==> config.mk <==
export PLATFORM = sky130hd
export DESIGN_NAME = prbs_err_monitor
export DESIGN_NICKNAME = d
export VERILOG_FILES = /design/src/rtl/prbs_err_monitor.sv
export SDC_FILE = /design/constraint.sdc
export NUM_CORES = 1
export LEC_CHECK = 0
export ABC_AREA = 1
export CORE_UTILIZATION = 25
export CTS_BUF_LIST = sky130_fd_sc_hd__clkbuf_2
export CTS_CLUSTER_DIAMETER = 50
export CTS_CLUSTER_SIZE = 8
export DETAILED_ROUTE_END_ITERATION = 16
export PLACE_DENSITY = 0.52
export SLEW_MARGIN = 40
export SYNTH_ARGS = -nofsm -noshare
export SYNTH_HDL_FRONTEND = slang
export SYNTH_SLANG_ARGS = --single-unit
==> constraint.sdc <==
create_clock -name clk -period 3.75 [get_ports clk]
set_clock_uncertainty 0.05 [all_clocks]
set_input_delay 0.75 -clock clk [delete_from_list [all_inputs] [get_ports clk]]
set_output_delay 0.75 -clock clk [all_outputs]
set_load 0.02 [all_outputs]
==> src/rtl/prbs_err_monitor.sv <==
// PRBS lock FSM plus saturating error statistics; outputs registered, stats reflect a word 1 cycle later.
// No backpressure: every err_in_valid word is consumed in the cycle it is presented.
module prbs_err_monitor #(
    parameter int DATA_WIDTH    = 8,
    parameter int COUNT_WIDTH   = 32,
    parameter int LOCK_COUNT    = 64,
    parameter int UNLOCK_ERRORS = 16,
    parameter int WINDOW        = 256
) (
    input  logic                   clk,
    input  logic                   rst,
    input  logic [DATA_WIDTH-1:0]  err_in,
    input  logic                   err_in_valid,
    input  logic                   clear,
    output logic                   locked,
    output logic [COUNT_WIDTH-1:0] word_count,
    output logic [COUNT_WIDTH-1:0] bit_err_count,
    output logic [COUNT_WIDTH-1:0] err_word_count,
    output logic [COUNT_WIDTH-1:0] lock_loss_count
);

    localparam int RUN_W = $clog2(LOCK_COUNT + 1);
    localparam int WIN_W = $clog2(WINDOW + 1);
    localparam int ERR_W = $clog2(UNLOCK_ERRORS + 1);
    localparam int PC_W  = $clog2(DATA_WIDTH + 1);
    localparam int SUM_W = ((COUNT_WIDTH > PC_W) ? COUNT_WIDTH : PC_W) + 1;
    localparam logic [COUNT_WIDTH-1:0] CNT_MAX = {COUNT_WIDTH{1'b1}};

    typedef enum logic {UNLOCKED = 1'b0, LOCKED = 1'b1} state_t;

    state_t           state;
    logic [RUN_W-1:0] run_cnt;
    logic [WIN_W-1:0] win_cnt;
    logic [ERR_W-1:0] win_err_cnt;

    logic [PC_W-1:0]        err_pop;
    logic                   err_any;
    logic [SUM_W-1:0]       bit_sum;
    logic [COUNT_WIDTH-1:0] bit_next;
    logic [ERR_W-1:0]       win_err_inc;
    logic                   unlock_hit;
    logic                   win_last;
    logic                   run_hit;

    function automatic logic [PC_W-1:0] popcount(input logic [DATA_WIDTH-1:0] v);
        logic [PC_W-1:0] c;
        c = '0;
        for (int i = 0; i < DATA_WIDTH; i++) begin
            c = c + PC_W'(v[i]);
        end
        return c;
    endfunction

    function automatic logic [COUNT_WIDTH-1:0] sat_inc(input logic [COUNT_WIDTH-1:0] v);
        return (v == CNT_MAX) ? v : v + COUNT_WIDTH'(1);
    endfunction

    always_comb begin
        err_pop     = popcount(err_in);
        err_any     = |err_in;
        // Sum one bit wider than either operand so the clamp sees the true overflow.
        bit_sum     = SUM_W'(bit_err_count) + SUM_W'(err_pop);
        bit_next    = (bit_sum > SUM_W'(CNT_MAX)) ? CNT_MAX : bit_sum[COUNT_WIDTH-1:0];
        win_err_inc = win_err_cnt + ERR_W'(1);
        unlock_hit  = err_any && (win_err_inc == ERR_W'(UNLOCK_ERRORS));
        win_last    = (win_cnt == WIN_W'(WINDOW - 1));
        run_hit     = (run_cnt == RUN_W'(LOCK_COUNT - 1));
    end

    always_ff @(posedge clk) begin
        if (rst) begin
            state           <= UNLOCKED;
            locked          <= 1'b0;
            run_cnt         <= '0;
            win_cnt         <= '0;
            win_err_cnt     <= '0;
            word_count      <= '0;
            bit_err_count   <= '0;
            err_word_count  <= '0;
            lock_loss_count <= '0;
        end else begin
            if (err_in_valid) begin
                case (state)
                    UNLOCKED: begin
                        if (err_any) begin
                            run_cnt <= '0;
                        end else if (run_hit) begin
                            // The locking word itself never reaches the statistics.
                            state       <= LOCKED;
                            locked      <= 1'b1;
                            run_cnt     <= '0;
                            win_cnt     <= '0;
                            win_err_cnt <= '0;
                        end else begin
                            run_cnt <= run_cnt + RUN_W'(1);
                        end
                    end
                    LOCKED: begin
                        word_count    <= sat_inc(word_count);
                        bit_err_count <= bit_next;
                        if (err_any) begin
                            err_word_count <= sat_inc(err_word_count);
                        end
                        // Unlock beats the window wrap when both land on the same word.
                        if (unlock_hit) begin
                            state           <= UNLOCKED;
                            locked          <= 1'b0;
                            lock_loss_count <= sat_inc(lock_loss_count);
                            run_cnt         <= '0;
                            win_cnt         <= '0;
                            win_err_cnt     <= '0;
                        end else if (win_last) begin
                            win_cnt     <= '0;
                            win_err_cnt <= '0;
                        end else begin
                            win_cnt <= win_cnt + WIN_W'(1);
                            if (err_any) begin
                                win_err_cnt <= win_err_inc;
                            end
                        end
                    end
                endcase
            end
            // Later assignment: clear overrides any statistics update above.
            if (clear) begin
                word_count      <= '0;
                bit_err_count   <= '0;
                err_word_count  <= '0;
                lock_loss_count <= '0;
            end
        end
    end

endmodule

==> results of run 1 <==
[critical path, delay by kind of cell]
family | cells | cell delay [ns]
buffers and inverters | 5 | 0.86
AND/OR/NAND/NOR | 7 | 0.68
adder cells (fa/ha/maj) | 5 | 2.04
[layer usage]
layer	vias to the layer above	global-route usage	share of wire
met5	-	0	0
met4	0	0.0456	0.013
met3	26	0.0310	0.049
met2	206	0.252	0.46
met1	4879	0.201	0.48
li1	5470	-	-
[where the power goes]
part	switching [mW]	leakage, nW	internal [mW]
combinational	0.0775	2.99	0.0497
clock	0.707	0.151	0.387
sequential	0.00119	1.22	1.61
total	0.786	4.36	2.05
[cell usage after synthesis, drive strengths merged (17+ instances only)]
master | n | share of area
buf | 34 | 0.023
o21ai | 41 | 0.020
xor2 | 45 | 0.038
clkbuf | 17 | 0.0062
nand4 | 25 | 0.016
nand3 | 94 | 0.048
dfxtp | 151 | 0.29
inv | 136 | 0.050
nor2 | 245 | 0.098
a21oi | 112 | 0.069
nand2 | 638 | 0.25
nand3b | 33 | 0.024
[cell families after synthesis]
logic type               count (synthesis)  synth area share
XOR/XNOR                                61            0.0520
AO/OA/AOI/OAI                          171             0.102
AND/OR/NAND/NOR                       1055             0.446
adder cells (fa/ha/maj)                 19            0.0268
buffers and inverters                  187            0.0793
flip-flops                             151             0.294
[registers in the layout, summed over array words and instances, names as in the netlist]
signal	count
bit_err_count	32
err_word_count	32
lock_loss_count	32
locked	1
run_cnt	7
state	1
win_cnt	9
win_err_cnt	5
word_count	32
[metrics by stage]
step	power, mW	setup TNS [ns]	cell area, µm²	worst slack, ns
final	2.83	0	12500	0.141
after global placement	1.77	-18.38	12300	-0.638
after global routing	2.97	0	12500	0.0198
after floorplan	1.72	-0.754	10300	-0.0385
after detailed placement	1.77	-20.75	12300	-0.705
after CTS	2.89	0	12500	0.243
[cell type report]
| class | instances | area, µm² | area share |
|---|---|---|---|
| Clock inverter | 13 | 174 | 0.0139 |
| Inverter | 136 | 513 | 0.0409 |
| Timing Repair Buffer | 165 | 1610 | 0.129 |
| Multi-Input combinational cell | 1306 | 6470 | 0.516 |
| Tap cell | 525 | 657 | 0.0524 |
| Sequential cell | 151 | 3020 | 0.241 |
| Clock buffer | 19 | 95.1 | 0.00758 |
| Antenna cell | 1 | 2.50 | 0.000199 |
[path summary, 6_finish.rpt]
kind | startpoint | endpoint | slack, ns | cells after the start
setup / recovery | err_in[0] | bit_err_count[9]$_SDFFE_PP0P_ | 0.14 | 17
hold / removal | win_cnt[8]$_SDFFE_PP0P_ | win_cnt[8]$_SDFFE_PP0P_ | 0.40 | 2
setup reg to reg | bit_err_count[0]$_SDFFE_PP0P_ | bit_err_count[9]$_SDFFE_PP0P_ | 0.61 | 15
hold reg to reg | win_cnt[8]$_SDFFE_PP0P_ | win_cnt[8]$_SDFFE_PP0P_ | 0.40 | 2
==> results.toml, run 1 <==
[grt]
grt_remaining_overflow = 0
grt_use_total = 0.153
antenna_found_initial = 1
grt_pass1_wl_mm = 51.8
grt_pass1_vias = 10100
grt_max_degree = 92

[yosys]
synthArstFlopShare = 0
synth_edf_count = 0
synth_cells = 1644
avgSynthCellArea_um2 = 6.25
ys.flop_type = "dfxtp_1"
ys_types = 43
synth-seq-cells = 151
netlist_area_mm2 = 0.0103
ys_seq_area_frac = 0.294
syn-num-nets = 1675
yosysWarnings = 0

[power]
leakage_nw = 4.36
vdd_drop_max_v = 0.000161
p_per_area_mw_per_mm2 = 226

[timing]
whs_ns = 0.402
worst_slew_pin_slew_ns = 0.690
max_freq_mhz = 277
finalCriticalPeriod_ns = 3.61
final_hold_viol_count = 0
drv_slew = 0
finalSetupViolations = 0
slew_headroom = 0.540
period_share = 0.962
rsz0062_at_grt = "no"

[routing]
drt_first_pass_iters = 5
drt_iter0_drc = 674
drtAntennaViolNets = 0
viasPerCell = 4.57
num_vias = 10600
wl_per_cell_um = 13.5
drc = 0
routed_wl_mm = 31.3

[finish]
nFillCells = 4439
area_growth_pct = 22.1
mostFrequentLayoutCells = "nand2_1, nor2_1, dfxtp_1, clkdlybuf4s50_1, inv_1"
stdcell_count = 2316
drive_above_1_share = 0.102
final_common_cell = "nand2_1"
final_net_count = 1808
final_util = 0.313

[setup_path]
cp_max_fo = 12
crit_top_cell = "fa_1"
critPathArrivalTime_ns = 4.33
crit_chain = "clkdlybuf4s50_1, fa_1, inv_1, fa_1, fa_1, fa_2, inv_2, fa_2, nand2_1, nand2_1, nand3_2, nor2_4, nand3_2, buf_4, nand3_1, nand3_1, inv_1"
crit_path_max_incr_delay_ns = 0.56
startpoint_type = "primary input"
critPathKind = "in2reg"
critPathRequiredTime_ns = 4.47
crit_path_top_delay_cell = "fa_1"
critPathCaptureType = "flop"

[clock_tree]
htreeDepth = 4
clock_latency_ns = 0.85
cts_buffers = 17
path_clk_slew_ns = 0.23
cts_setup_buffers = 0
clkSinkCount = 151
cts_resized = 0
ctsHoldBuffers = 0
tritoncts = "built"
cts_root_buf = "clkbuf_2"
cts_buffer_depth = 2

[placed_design]
dp_hpwl_mm = 23.0
gp_congestion = 0.875
place_inst = 2283
portBuffers = 140

[floorplan]
initial_utilization = 0.256
die_y_um = 205
io_pins = 141
core_area_mm2 = 0.0401
num_rows = 73
die_w_um = 205
die_area_mm2 = 0.0419

[hold_path]
min_path_type = "reg2reg"

[status]
status = "complete, no violations"

[flow_run]
drv_cap = 0
Note: power is estimated with default switching activity, not from simulation.
==> inputs of run 2 (changes only) <==
Settings changed: GPL_TIMING_DRIVEN from default to 0.
==> results.toml, run 2 (same netlist as run 1, synthesis figures left out) <==
[timing]
worst_slack_ns = 0.0774
drv_slew = 0
max_freq_mhz = 272
finalSetupViolations = 0
finalCriticalPeriod_ns = 3.67
final_hold_viol_count = 0
finalSetupTns_ns = 0
period_share = 0.979
slew_headroom = 0.455
worst_slew_pin_slew_ns = 0.817

[power]
vdd_drop_max_v = 0.000201
leakage_nw = 4.46
p_per_area_mw_per_mm2 = 235

[finish]
final_common_cell = "nand2_1"
drive_above_1_share = 0.102
fin_area_mm2 = 0.0127
final_net_count = 1835
mostFrequentLayoutCells = "nand2_1, nor2_1, dfxtp_1, clkdlybuf4s50_1, inv_1"
area_growth_pct = 23.7

[routing]
routed_wl_mm = 33.3
met1_length_mm = 15.8
drt_first_pass_iters = 7
wl_met2_mm = 15.4
num_vias = 10700
drc = 0
viasPerCell = 4.58
top_layer_used = "met4"
wl_per_cell_um = 14.2
drt_iter0_drc = 646
route.met3.wl_mm = 1.42
drtAntennaViolNets = 0

[clock_tree]
cts_buffers = 17
clkSinkCount = 151
htreeDepth = 4
clock_latency_ns = 0.81
cts_root_buf = "clkbuf_2"
cts_buffer_depth = 2
tritoncts = "built"
ctsHoldBuffers = 0
path_clk_slew_ns = 0.21

[hold_path]
min_path_type = "reg2reg"

[floorplan]
initial_utilization = 0.256
die_w_um = 205
io_pins = 141
core_area_mm2 = 0.0401
die_y_um = 205
die_area_mm2 = 0.0419
num_rows = 73

[setup_path]
critPathKind = "in2reg"
crit_chain = "clkdlybuf4s50_1, fa_1, inv_1, fa_1, fa_1, fa_2, inv_2, fa_2, nand2_1, nand2_2, nand3_4, nor2_4, nand3_2, buf_6, nand3_1, nand3_1, inv_1"
startpoint_type = "primary input"
crit_top_cell = "fa_1"
crit_path_top_delay_cell = "fa_1"
crit_path_max_incr_delay_ns = 0.54
critPathArrivalTime_ns = 4.37
critPathRequiredTime_ns = 4.45
cp_max_fo = 10
critPathCaptureType = "flop"

[placed_design]
place_area_mm2 = 0.0124
dp_hpwl_mm = 25.5
place_ws_ns = -0.854
portBuffers = 140
gp_congestion = 0.900

[grt]
grt_pass1_vias = 10100
grt_max_degree = 17
grt_pass1_wl_mm = 53.7
grt_use_total = 0.161
grt_remaining_overflow = 0
antenna_found_initial = 1

[flow_run]
drv_cap = 0

[status]
status = "complete, no violations"
-- run 2: changes by cell type in the layout (fill, tap and decap cells not counted), sizes merged --
| cell | delta |
|---|---|
| bufinv | +4 |
| inv | -2 |
| clkbuf | +16 |
| diode | +1 |
| clkinvlp | -2 |
| buf | +9 |
| clkinv | -2 |
-- run 2: report_power, final --
group | total [mW] | leakage [nW] | internal (mW) | switching [mW]
Clock | 1.26 | 0.179 | 0.619 | 0.636
Combinational | 0.120 | 3.07 | 0.0418 | 0.0779
Sequential | 1.61 | 1.22 | 1.61 | 0.00123
-- run 2: per-layer routing --
metal  track usage  up-vias
met5             0        -
met4        0.0504        0
met3        0.0240       36
met2         0.266      229
met1         0.215     4931
li1              -     5511
-- run 2: per-stage QoR --
step	hold slack, ns	power (mW)	cells	util
finish	0.410	2.99	2340	0.317
floorplan	0.362	1.72	1644	-
global placement	0.378	1.76	2309	0.308
global route	0.437	3.10	2340	0.317
CTS	0.418	3.03	2337	0.316
detailed placement	0.396	1.76	2309	0.308
-- run 2: cell type report --
| type | count | area (µm²) |
|---|---|---|
| Fill cell | 4400 | 27400 |
| Multi-Input combinational cell | 1306 | 6460 |
| Sequential cell | 151 | 3020 |
| Timing Repair Buffer | 141 | 1410 |
| Tap cell | 525 | 657 |
| Inverter | 136 | 510 |
| Buffer | 51 | 319 |
| Clock inverter | 11 | 231 |
| Clock buffer | 17 | 85.1 |
| Antenna cell | 2 | 5.00 |
-- run 2: critical path, delay by kind of cell --
kind	cells	cell delay, ns
adder cells (fa/ha/maj)	5	2.10
buffers and inverters	5	0.83
AND/OR/NAND/NOR	7	0.69
-- run 2: what timing repair did --
item                                    CTS  global route
resized for setup                         0             4
buffers inserted                          0             1
endpoints found under the setup margin    0            32
-- run 2: final timing paths --
path	depth (start not counted)	endpoint	slack [ns]	startpoint
worst max register to register	15	bit_err_count[23]$_SDFFE_PP0P_	0.54	bit_err_count[0]$_SDFFE_PP0P_
worst max-delay path	17	bit_err_count[23]$_SDFFE_PP0P_	0.08	err_in[0]
worst min register to register	2	win_cnt[8]$_SDFFE_PP0P_	0.41	win_cnt[8]$_SDFFE_PP0P_
worst min-delay path	2	win_cnt[8]$_SDFFE_PP0P_	0.41	win_cnt[8]$_SDFFE_PP0P_
